<file path="config.mk">
export PLATFORM = sky130hd
export DESIGN_NAME = dmem_responder
export DESIGN_NICKNAME = d
export VERILOG_FILES = /design/src/rtl/dmem_responder.sv
export SDC_FILE = /design/constraint.sdc
export NUM_CORES = 2
export LEC_CHECK = 0
export CAP_MARGIN = 10
export CORE_MARGIN = 2
export CORE_UTILIZATION = 58
export DETAILED_ROUTE_END_ITERATION = 7
export GPL_ROUTABILITY_DRIVEN = 0
export GPL_TIMING_DRIVEN = 0
export PLACE_DENSITY = 0.76
export SYNTH_ARGS = -nofsm -noshare
export SYNTH_HDL_FRONTEND = slang
export SYNTH_SLANG_ARGS = --single-unit
</file>
<file path="constraint.sdc">
create_clock -name clk -period 3.6 [get_ports clk]
set_input_delay 0.72 -clock clk [delete_from_list [all_inputs] [get_ports clk]]
set_output_delay 0.72 -clock clk [all_outputs]
set_load 0.03 [all_outputs]
</file>
<file path="src/rtl/dmem_responder.sv">
// Single-port byte/half/word data memory responder with a fixed IDLE->ACCESS->RESP
// handshake, alignment checking and success counters.
module dmem_responder #(
    parameter int DEPTH_WORDS = 32
) (
    input  logic                             clk,
    input  logic                             clr,
    input  logic                             req,
    input  logic                             we,
    input  logic [1:0]                       mode,
    input  logic [$clog2(DEPTH_WORDS)+1:0]   addr,
    input  logic [31:0]                      wdata,
    output logic                             ack,
    output logic                             err,
    output logic [31:0]                      rdata,
    output logic                             busy,
    output logic [31:0]                      rd_count,
    output logic [31:0]                      wr_count
);
    localparam int AW = $clog2(DEPTH_WORDS) + 2;

    typedef enum logic [1:0] {
        IDLE   = 2'd0,
        ACCESS = 2'd1,
        RESP   = 2'd2
    } state_t;

    state_t            r_state;
    state_t            w_state_next;
    logic              r_we;
    logic [1:0]        r_mode;
    logic [AW-1:0]     r_addr;
    logic [31:0]       r_wdata;
    logic              r_ack;
    logic              r_err;
    logic [31:0]       r_rdata;
    logic [31:0]       r_rd_count;
    logic [31:0]       r_wr_count;
    logic [31:0]       r_mem [DEPTH_WORDS];
    logic              w_reject;
    logic [31:0]       w_word;

    function automatic logic f_reject(input logic [1:0] m, input logic [1:0] a);
        logic bad;
        case (m)
            2'b00:   bad = 1'b0;
            2'b01:   bad = a[0];
            2'b10:   bad = (a != 2'b00);
            default: bad = 1'b1;
        endcase
        return bad;
    endfunction

    // Merge right-aligned write data into only the addressed lanes.
    function automatic logic [31:0] f_merge(input logic [31:0] old, input logic [31:0] wd,
                                            input logic [1:0] m, input logic [1:0] a);
        logic [31:0] res;
        res = old;
        case (m)
            2'b00: begin
                case (a)
                    2'b00:   res[7:0]   = wd[7:0];
                    2'b01:   res[15:8]  = wd[7:0];
                    2'b10:   res[23:16] = wd[7:0];
                    default: res[31:24] = wd[7:0];
                endcase
            end
            2'b01: begin
                if (a[1]) res[31:16] = wd[15:0];
                else      res[15:0]  = wd[15:0];
            end
            2'b10:   res = wd;
            default: res = old;
        endcase
        return res;
    endfunction

    function automatic logic [31:0] f_extract(input logic [31:0] word, input logic [1:0] m,
                                              input logic [1:0] a);
        logic [31:0] sh;
        logic [31:0] res;
        sh = word >> {a, 3'b000};
        case (m)
            2'b00:   res = {24'd0, sh[7:0]};
            2'b01:   res = {16'd0, sh[15:0]};
            2'b10:   res = word;
            default: res = 32'd0;
        endcase
        return res;
    endfunction

    assign w_reject = f_reject(r_mode, r_addr[1:0]);
    assign w_word   = r_mem[r_addr[AW-1:2]];

    // Next-state logic.
    always_comb begin
        w_state_next = r_state;
        case (r_state)
            IDLE: begin
                if (req) w_state_next = ACCESS;
                else     w_state_next = IDLE;
            end
            ACCESS:  w_state_next = RESP;
            RESP:    w_state_next = IDLE;
            default: w_state_next = IDLE;
        endcase
    end

    // State, request capture, storage, response and counters.
    always_ff @(posedge clk or negedge clr) begin
        if (!clr) begin
            r_state    <= IDLE;
            r_we       <= 1'b0;
            r_mode     <= 2'b00;
            r_addr     <= '0;
            r_wdata    <= 32'd0;
            r_ack      <= 1'b0;
            r_err      <= 1'b0;
            r_rdata    <= 32'd0;
            r_rd_count <= 32'd0;
            r_wr_count <= 32'd0;
            for (int i = 0; i < DEPTH_WORDS; i++) begin
                r_mem[i] <= 32'd0;
            end
        end else begin
            r_state <= w_state_next;
            case (r_state)
                IDLE: begin
                    if (req) begin
                        r_we    <= we;
                        r_mode  <= mode;
                        r_addr  <= addr;
                        r_wdata <= wdata;
                    end
                end
                ACCESS: begin
                    r_ack   <= 1'b1;
                    r_err   <= w_reject;
                    r_rdata <= (w_reject || r_we) ? 32'd0
                                                  : f_extract(w_word, r_mode, r_addr[1:0]);
                    if (!w_reject && r_we) begin
                        r_mem[r_addr[AW-1:2]] <= f_merge(w_word, r_wdata, r_mode, r_addr[1:0]);
                    end
                end
                RESP: begin
                    r_ack   <= 1'b0;
                    r_err   <= 1'b0;
                    r_rdata <= 32'd0;
                    if (!r_err) begin
                        if (r_we) r_wr_count <= r_wr_count + 32'd1;
                        else      r_rd_count <= r_rd_count + 32'd1;
                    end
                end
                default: begin
                    r_ack   <= 1'b0;
                    r_err   <= 1'b0;
                    r_rdata <= 32'd0;
                end
            endcase
        end
    end

    assign ack      = r_ack;
    assign err      = r_err;
    assign rdata    = r_rdata;
    assign busy     = (r_state != IDLE);
    assign rd_count = r_rd_count;
    assign wr_count = r_wr_count;

endmodule

</file>
==> results by group <==
Clocking
  • H-tree depth: 3
  • Clk sinks: between 1000 and 1500
  • Root Driver: clkbuf_16
  • CTS Buffer Depth: 3
  • Clk_lat worst skew: 0.73 ns
  • CTS tree: done
  • Clock-pin slew on the worst setup and hold paths: about 0.070 ns
  • TritonCTS Buffers: about 120

Die
  • Initial Util: between 50 and 60%
  • Core Area: between 80000 and 90000 um^2
  • Die Area: 91200 um^2
  • Rows: about 110
  • Die Wd: around 300 um
  • I/O pins: 144
  • Die Span Y: 302 um

STA
  • Setup Skew: just under 0.04 ns
  • Final Critical Period: about 3.7 ns
  • Slew margin rel.: 31.3%
  • RSZ-0062 raised after global routing: yes
  • F_max: roughly 270 MHz
  • Worst-margin pin slew: about 1.0 ns
  • Setup ws final: -0.107 ns
  • Final count of negative-setup-slack endpoints: around 180
  • Final Hold Viols: 4
  • Final Max Slew Viols: 0
  • Hold Slack: -0.00801 ns
  • Fin crit share: 103%

Synth
  • Distinct cells, synth: between 50 and 60
  • Post-Syn Area: around 51000 um^2
  • Register area share after synthesis: between 50 and 60%
  • Synth warn: 0
  • Syn_area_per_cell: 10.0 um^2
  • Mapped Cells: a little over 5000
  • Synthesized net count: just over 5000
  • Primary FF master, synth: dfrtp_1
  • EDFF count, synth: 0
  • Synth Register Bits: between 1000 and 1500
  • Ys async rst share: 100%

Pwr
  • Clock share of power: between 30% and 40%
  • PD cells: 721 nW/um^2
  • Switch share: 36.2%
  • Gate power share: 30.1%
  • Psw: approximately 16000 uW
  • Flop pwr share: 39.5%
  • Pleak: roughly 0.027 uW
  • Pint: 27900 uW
  • Peak VDD IR: roughly 520 uV

Placed design
  • I/O Buffers: around 140
  • Inst Count DP: around 6400
  • Post-DP HPWL: between 100000 and 150000 um
  • Placed Area: 54600 um^2
  • DP Worst Slack: -1.44 ns

Route
  • Routed wire length: 194000 um
  • Drt drc: 1
  • Final antenna-violating net count: 0
  • Number of vias after detailed routing: approximately 45000
  • Vias per inst: between 6 and 7
  • Initial DRC Count: ~7000
  • Wire per inst: 28.9 um
  • Drt pass-1 iters: 8

Worst setup path
  • R2R setup slack: -0.11 ns
  • Crit. End Element: register
  • WS Path Type: register to register
  • R2r worst-path depth: 13
  • Critical Path RT: 4.16 ns
  • CP arrival: 4.26 ns
  • Reg2reg end: r_mem[831]
  • Worst r2r src: r_addr[2]
  • Critical Path Start Type: register
  • Crit-path max FO: 10

GRT
  • Grt total ovfl: 0
  • Vias in the first global route: approximately 44000
  • First-pass GRT wire length: 283000 um
  • Largest net degree at the start of global routing: around 190
  • Initial antenna violation count: 3
  • GR Util All Layers: 42.5%

Run
  • MaxCap Viol Count: 0

Run status
  • Failing checks: design-rule violations, negative hold slack, negative setup slack
  • Status: finished, violations left

Final layout
  • Layout cell share with drive strength beyond 1: a little under an eighth
  • Post-Route Utilization: 68.8%
  • Final Non-Filler Cells: ~6700
  • FILL cells: 6483
  • Final instance area: roughly 61000 um^2
  • Synth-to-layout area growth: 18.0%
  • Layout Nets: between 5000 and 6000

Worst hold path
  • Hold crit path type: input port to async pin
[sequential cells by signal (all words and copies together) (netlist names)]
name and cells:
r_wdata 32, r_mem 1024, rd_count 32, r_state 2, r_we 1, wr_count 32
rdata 32, r_addr 7, ack 1, r_mode 2, err 1
[synthesized netlist by cell type, types with 30 or more instances]
cell         n  area share [%]
a21oi_1    367             3.6
a22oi_1     30            0.44
buf_2       52            0.51
buf_4       49            0.71
clkbuf_1   307             2.2
dfrtp_1   1166              57
mux2_2      37            0.81
mux2i_1    521              10
nand2_1    806             5.9
nor2_1     425             3.1
nor4_1      49            0.60
o21ai_0    729             7.1
o22ai_1    256             3.1
xnor2_1     41            0.70
[placed cells by master (no fill, tap or decap), types with 31 or more instances in the layout]
cell,instances
a21oi_1,367
buf_4,86
clkbuf_1,255
clkbuf_16,118
clkbuf_2,58
clkdlybuf4s50_1,142
dfrtp_1,1166
mux2_2,37
mux2i_1,471
mux2i_2,31
nand2_1,793
nor2_1,421
nor4_1,38
o21ai_0,721
o22ai_1,241
xnor2_1,41
[routing by layer]
metal  global-route usage [%]  vias up  wire length (um)
met3                     17.0     1156             27100
li1                         -    18500                 -
met1                     52.7    22000             66500
met4                     34.4        4             20400
met5                   0.0518        -                51
met2                     58.9     3519             79700
[power groups by stage]
stage               registers [uW]  logic (uW)  clock network, uW
finish                       17300       13200              13300
detailed placement           17300       11000                  0
global route                 17500       13600              13700
global placement             17300       10700                  0
CTS                          17100       11900              13200
floorplan                    17000        6570                  0
[area by class of cell]
cell class | instances | area [um^2] | share of cell area [%]
antenna | 6 | 15.0 | 0.0247
inverter | 15 | 56.3 | 0.0927
clock inverter | 54 | 806 | 1.33
clock buffer | 160 | 3360 | 5.53
multi-input combinational | 3500 | 21200 | 34.9
buffer | 441 | 2500 | 4.12
tap | 1165 | 1460 | 2.40
sequential | 1166 | 29200 | 48.0
timing repair buffer | 200 | 2180 | 3.59
[timing repair]
item                                    in CTS  in global routing
pin swaps                                   26                 12
endpoints found under the setup margin    1036                899
hold buffers                                 0                  0
setup buffers                               35                 12
gates resized for setup                    212                191
[logic make-up after synthesis]
logic type	synth area share, %
mux	10.9
xor+xnor	1.05
compound gates	15.3
buf+inv	4.20
fa+ha+maj	0.0486
flops	56.7
simple gates	11.8
[how the worst max path moves through the flow]
stage,from,to,depth (start not counted)
global route,r_mode[0],rdata[2],7
detailed placement,r_addr[2],r_mem[83],10
global placement,clr,r_wdata[16],1
finish,r_addr[2],r_mem[831],13
CTS,r_addr[2],r_mem[409],14
floorplan,r_addr[2],r_mem[143],13
[worst max-delay path, stage by stage, from the launching register on]
cell and delay (ns):
dfrtp_1 0.34, clkbuf_4 0.20, buf_6 0.17, buf_8 0.20
buf_8 0.25, buf_12 0.22, mux2i_2 0.39, o22ai_1 0.29
nor4_4 0.38, nand2_2 0.19, a311oi_4 0.31, buf_4 0.22
clkbuf_4 0.25, a21oi_1 0.10
[metrics by stage]
step	TNS, ns	total power [uW]
CTS	-0.00980	42300
global route	-0.232	44800
detailed placement	-872.45	28300
global placement	-	28100
finish	-6.18	43800
floorplan	0	23500
(Power assumes the default switching activity.)
